### src/rtl/fetch_unit.sv
// Instruction-fetch stage: owns the PC, registers fetched words for decode, handles branch redirects.
// Optional FETCH_PERF_EN macro adds saturating fetch/stall performance counters.
module fetch_unit #(
    parameter int PC_W = 8,
    parameter int IMM_W = 12,
    parameter logic [PC_W-1:0] RESET_PC = '0
) (
    input  logic             clk,
    input  logic             rst_n,
    output logic [PC_W-1:0]  imem_addr,
    input  logic [31:0]      imem_instr,
    output logic             if_valid,
    input  logic             if_ready,
    output logic [31:0]      if_instr,
    output logic [PC_W-1:0]  if_pc,
    input  logic             br_taken,
    input  logic [PC_W-1:0]  br_pc,
    input  logic [IMM_W-1:0] br_imm,
    output logic             halted,
    output logic             fault,
    output logic [15:0]      fetch_cnt,
    output logic [15:0]      stall_cnt
);

    typedef enum logic {RUN, HALT} state_e;

    state_e          state_q, state_d;
    logic [PC_W-1:0] pc_q, pc_d;
    logic [PC_W-1:0] if_pc_q, if_pc_d;
    logic [31:0]     instr_q, instr_d;
    logic            valid_q, valid_d;
    logic            fault_q, fault_d;
    logic            free;
    logic [PC_W-1:0] br_target;

    // Output register can take a new word if empty or being consumed on this edge.
    assign free = !valid_q || if_ready;

    always_comb begin
        br_target = PC_W'({{PC_W{br_imm[IMM_W-1]}}, br_imm, 1'b0}
                          + {{(IMM_W + 1){1'b0}}, br_pc});
    end

    always_ff @(posedge clk or negedge rst_n) begin
        if (!rst_n) begin
            state_q <= RUN;
            pc_q    <= RESET_PC;
            if_pc_q <= '0;
            instr_q <= '0;
            valid_q <= 1'b0;
            fault_q <= 1'b0;
        end else begin
            state_q <= state_d;
            pc_q    <= pc_d;
            if_pc_q <= if_pc_d;
            instr_q <= instr_d;
            valid_q <= valid_d;
            fault_q <= fault_d;
        end
    end

    always_comb begin
        state_d = state_q;
        pc_d    = pc_q;
        if_pc_d = if_pc_q;
        instr_d = instr_q;
        valid_d = valid_q;
        fault_d = fault_q;
        case (state_q)
            RUN: begin
                if (br_taken) begin
                    valid_d = 1'b0;
                    if (br_target[1:0] == 2'b00) begin
                        pc_d = br_target;
                    end else begin
                        fault_d = 1'b1;
                        state_d = HALT;
                    end
                end else if (free) begin
                    if (imem_instr != '0) begin
                        instr_d = imem_instr;
                        if_pc_d = pc_q;
                        valid_d = 1'b1;
                        pc_d    = pc_q + PC_W'(4);
                    end else begin
                        valid_d = 1'b0;
                        state_d = HALT;
                    end
                end
            end
            HALT: begin
                if (if_ready) valid_d = 1'b0;
            end
            default: ;
        endcase
    end

    assign imem_addr = pc_q;
    assign if_valid  = valid_q;
    assign if_instr  = instr_q;
    assign if_pc     = if_pc_q;
    assign halted    = (state_q == HALT);
    assign fault     = fault_q;

`ifdef FETCH_PERF_EN
    logic [15:0] fetch_cnt_q, stall_cnt_q;

    always_ff @(posedge clk or negedge rst_n) begin
        if (!rst_n) begin
            fetch_cnt_q <= '0;
            stall_cnt_q <= '0;
        end else begin
            if (valid_q && if_ready && fetch_cnt_q != '1)
                fetch_cnt_q <= fetch_cnt_q + 16'd1;
            if (valid_q && !if_ready && stall_cnt_q != '1)
                stall_cnt_q <= stall_cnt_q + 16'd1;
        end
    end

    assign fetch_cnt = fetch_cnt_q;
    assign stall_cnt = stall_cnt_q;
`else
    assign fetch_cnt = '0;
    assign stall_cnt = '0;
`endif

endmodule

### config.mk
export PLATFORM = sky130hd
export DESIGN_NAME = fetch_unit
export DESIGN_NICKNAME = d
export VERILOG_FILES = /design/src/rtl/fetch_unit.sv
export SDC_FILE = /design/constraint.sdc
export NUM_CORES = 1
export LEC_CHECK = 0
export CAP_MARGIN = 5
export CORE_MARGIN = 10
export CORE_UTILIZATION = 40
export DETAILED_ROUTE_END_ITERATION = 8
export GPL_TIMING_DRIVEN = 1
export PLACE_DENSITY = 0.89
export SYNTH_ARGS = -nofsm -noshare
export SYNTH_HDL_FRONTEND = slang
export SYNTH_SLANG_ARGS = --single-unit
### constraint.sdc
create_clock -name clk -period 4.1 [get_ports clk]
set_clock_uncertainty 0.2 [all_clocks]
set_input_delay 0.615 -clock clk [delete_from_list [all_inputs] [get_ports clk]]
set_output_delay 0.615 -clock clk [all_outputs]
set_load 0.1 [all_outputs]
==> impl_metrics.prom <==
# TYPE chip_impl_metric gauge
chip_impl_metric{name="design_area",unit="sq mm"} 0.00368
chip_impl_info{name="crit_type",value="in2reg"} 1
chip_impl_metric{name="synthesis.area",unit="sq mm"} 0.00261
chip_impl_info{name="commonest_cells_after_routing_fill_and_taps_aside",value="100 x clkdlybuf4s50_1, 51 x dfrtp_1, 39 x mux2_2, 32 x conb_1, 9 x nor4_1"} 1
chip_impl_metric{name="post-route-period-util",unit="%"} 73.2
chip_impl_metric{name="final_antenna_net_count",unit=""} 0
chip_impl_metric{name="grt_first_pass_wirelength",unit="mm"} 10.5
chip_impl_metric{name="final_critical_path_time_including_i_o_delays_and_setup",unit="ns"} 3.00
chip_impl_metric{name="finalPower",unit="mW"} 2.19
chip_impl_metric{name="initialDrtViolationCount",unit=""} 55
chip_impl_metric{name="total_setup_buffers_inserted_after_cts",unit=""} 0
chip_impl_metric{name="drt_pass1_iterations",unit=""} 4
chip_impl_metric{name="num_io_pins",unit=""} 139
chip_impl_metric{name="timing_max_transition_violations_final",unit=""} 0
chip_impl_info{name="run_status",value="finished, final reports clean"} 1
chip_impl_metric{name="clock-sinks",unit=""} 51
chip_impl_metric{name="crit_fanout",unit=""} 25
chip_impl_metric{name="io_buffers",unit=""} 101
chip_impl_metric{name="die_w",unit="microns"} 101
chip_impl_metric{name="timing.fmax",unit="GHz"} 0.333
chip_impl_metric{name="synthDistinctLibCells",unit=""} 40
chip_impl_metric{name="synth_seq_cells",unit=""} 51
chip_impl_metric{name="tritoncts_buffer_count",unit=""} 5
chip_impl_metric{name="ctsHoldBuffers",unit=""} 0
chip_impl_metric{name="clock_path_buffers",unit=""} 2
chip_impl_metric{name="drv.max_cap_violation_count",unit=""} 0
chip_impl_metric{name="dpl_worst_slack",unit="ns"} 0.738
chip_impl_info{name="startpoint_of_the_worst_hold_path",value="fault$_DFFE_PN0P_"} 1
chip_impl_info{name="clock_tree_from_tritoncts",value="done"} 1
chip_impl_metric{name="layout-drive-gt1-share",unit="%"} 16.4
chip_impl_metric{name="hold-path-cell-count",unit=""} 1
chip_impl_metric{name="yosysSeqAreaShare",unit="%"} 48.9
chip_impl_metric{name="setup-tns-final",unit="ns"} 0
chip_impl_metric{name="die_area",unit="sq mm"} 0.0102
chip_impl_metric{name="worstRegToRegCells",unit=""} 6
chip_impl_metric{name="power.density",unit="mW/mm^2"} 593
chip_impl_metric{name="pin_count_of_the_biggest_net_entering_global_routing",unit=""} 52
chip_impl_info{name="cp-end-kind",value="flip-flop"} 1
chip_impl_metric{name="syn-mean-instance-area",unit="sq um"} 12.3
chip_impl_info{name="most_common_cell_after_layout_fill_and_taps_aside",value="clkdlybuf4s50_1"} 1
chip_impl_metric{name="detail_route.vias_per_cell",unit=""} 4.91
chip_impl_info{name="critical_path.reg2reg.endpoint",value="imem_addr[6]$_DFFE_PN0P_"} 1
chip_impl_metric{name="synth-async-reset-ratio",unit="%"} 100
chip_impl_metric{name="num-nets-final",unit=""} 380
chip_impl_metric{name="setup_ws_final",unit="ns"} 1.10
chip_impl_info{name="cts_root_buf",value="clkbuf_8"} 1
chip_impl_metric{name="finalWeightedCongestion",unit=""} 0.868
chip_impl_metric{name="worst_pin_slew",unit="ns"} 1.10
chip_impl_metric{name="globalRouteOverflowTotal",unit=""} 0
chip_impl_metric{name="drcViolationCount",unit=""} 0
chip_impl_info{name="critPathSlowestCell",value="o21ai_4"} 1
chip_impl_info{name="cpLargestDelayFamily",value="simple AND/OR/NAND/NOR gates"} 1
chip_impl_metric{name="max_stage_delay",unit="ns"} 0.59
chip_impl_metric{name="initial_core_util",unit="%"} 41.1
chip_impl_info{name="regToRegStartpoint",value="if_valid$_DFFE_PN0P_"} 1
chip_impl_metric{name="syn_inst",unit=""} 213
chip_impl_metric{name="cts_max_level",unit=""} 2
chip_impl_info{name="min_delay_worst_endpoint",value="fault$_DFFE_PN0P_"} 1
chip_impl_metric{name="setup_viol",unit=""} 0
chip_impl_metric{name="n_antenna_cell",unit=""} 0
chip_impl_metric{name="relSlewSlack",unit="%"} 26.8
chip_impl_metric{name="post_cts_resized",unit=""} 0
chip_impl_metric{name="post_synth_edffs",unit=""} 0
chip_impl_metric{name="syn2layout_area_growth",unit="%"} 41.2
chip_impl_metric{name="yosysWarningCount",unit=""} 0
chip_impl_info{name="rsz0062_at_grt",value="no"} 1
chip_impl_metric{name="grt_antenna_before_repair",unit=""} 0
chip_impl_metric{name="cp.buffers_inverters",unit=""} 2
chip_impl_metric{name="irDropWorstVdd",unit="mV"} 0.347
chip_impl_metric{name="placedInstanceArea",unit="sq mm"} 0.00357
chip_impl_metric{name="detailed_place_hpwl",unit="mm"} 5.50
chip_impl_metric{name="ff2ff_setup_slack",unit="ns"} 1.95
chip_impl_info{name="start_kind",value="input pin"} 1
chip_impl_metric{name="die-height",unit="microns"} 101
chip_impl_metric{name="floorplan.core_area",unit="sq mm"} 0.00635
chip_impl_metric{name="first_global_vias",unit=""} 2005
chip_impl_metric{name="power_leakage",unit="nW"} 1.60
chip_impl_metric{name="grtUsageTotal",unit="%"} 12.7
chip_impl_metric{name="wl_per_cell",unit="microns"} 17.0
chip_impl_metric{name="via_count",unit=""} 1936
chip_impl_metric{name="critical_path_required",unit="ns"} 4.08
chip_impl_info{name="timing.critical_path.cells",value="clkdlybuf4s50_1, nor4_1, nand4_1, o21ai_4, buf_12, mux2_2"} 1
chip_impl_info{name="ys_dominant_reg_cell",value="dfrtp_1"} 1
chip_impl_metric{name="clkLatencyLatePin",unit="ns"} 0.30
chip_impl_metric{name="floorplan.rows",unit=""} 29
chip_impl_info{name="hold_path_class",value="reg2reg"} 1
chip_impl_metric{name="finish.utilization",unit="%"} 58.0
chip_impl_metric{name="detailed_route_wl",unit="mm"} 6.68
chip_impl_metric{name="clk_pin_slew",unit="ns"} 0.09
chip_impl_metric{name="final_hold_viol_count",unit=""} 0
chip_impl_metric{name="cp_data_arrival_time",unit="ns"} 2.98
per-stage QoR:
step / hold WS, ns / instances
2_1_floorplan: 0.119 / 244
3_3_place_gp: 0.255 / 386
3_5_place_dp: 0.257 / 386
4_1_cts: 0.283 / 394
5_1_grt: 0.300 / 394
6_report: 0.280 / 394
sequential cells by signal (all words and copies together) (netlist names):
signal and count:
if_pc 8, halted 1, fault 1, imem_addr 8, if_valid 1, if_instr 32
synth_stat cells, types with 2 or more instances:
master | n | area share, %
nand3_1 | 2 | 0.38
mux2_2 | 39 | 17
dfrtp_1 | 51 | 49
o211ai_1 | 2 | 0.58
nand4_1 | 2 | 0.48
nor4_1 | 9 | 2.2
xnor2_1 | 4 | 1.3
xor2_1 | 2 | 0.67
nand2_1 | 3 | 0.43
a21oi_1 | 6 | 1.2
nor2b_1 | 2 | 0.48
and2_1 | 4 | 0.96
a211oi_1 | 4 | 1.2
ha_1 | 7 | 3.4
buf_6 | 4 | 1.7
and3_1 | 2 | 0.48
a21o_1 | 5 | 1.4
o21ai_0 | 3 | 0.58
nor2_1 | 7 | 1.0
o22ai_1 | 3 | 0.72
nor3_1 | 2 | 0.38
buf_4 | 32 | 9.2
power by group:
part	leakage, nW	internal [mW]	total (mW)	switching (mW)
combinational	0.912	0.275	1.19	0.911
clock	0.0612	0.198	0.356	0.159
sequential	0.631	0.589	0.643	0.0542
total	1.60	1.06	2.19	1.12
final cells by class:
class	count	area, sq um
tap	77	96.3
fill	542	2670
timing repair buffer	102	1030
clock buffer	6	82.6
multi-input combinational	156	1170
clock inverter	2	35.0
sequential	51	1280
logic make-up (layout without fill, tap and decap cells):
| family | count (synthesis) | count (layout) | share of synthesized area [%] |
|---|---|---|---|
| mux | 40 | 40 | 17.2 |
| simple gates | 37 | 37 | 7.72 |
| compound gates | 33 | 33 | 8.82 |
| xor+xnor | 6 | 6 | 2.01 |
| fa+ha+maj | 8 | 8 | 4.12 |
| other cells | 1 | 32 | 0.144 |
| buf+inv | 37 | 110 | 11.1 |
| flops | 51 | 51 | 48.9 |
per-layer routing:
metal / vias to the layer above / global-route usage, % / wire [microns]
met5: - / 0 / 0
met2: 89 / 21.8 / 3360
met1: 928 / 14.2 / 2440
met3: 6 / 4.80 / 791
met4: 0 / 4.24 / 89
li1: 913 / - / -
worst max-delay path by stage:
stage	depth (start not counted)	to	slack, ns	from
after floorplan	5	if_pc[5]$_DFFE_PN0P_	1.81	if_valid$_DFFE_PN0P_
after global placement	6	if_instr[12]$_DFFE_PN0P_	0.76	imem_instr[1]
after detailed placement	6	if_instr[7]$_DFFE_PN0P_	0.74	imem_instr[1]
after CTS	6	if_instr[7]$_DFFE_PN0P_	1.06	imem_instr[1]
after global routing	6	if_instr[7]$_DFFE_PN0P_	0.98	imem_instr[1]
final	6	if_instr[7]$_DFFE_PN0P_	1.10	imem_instr[1]
Note: power is estimated with default switching activity, not from simulation.
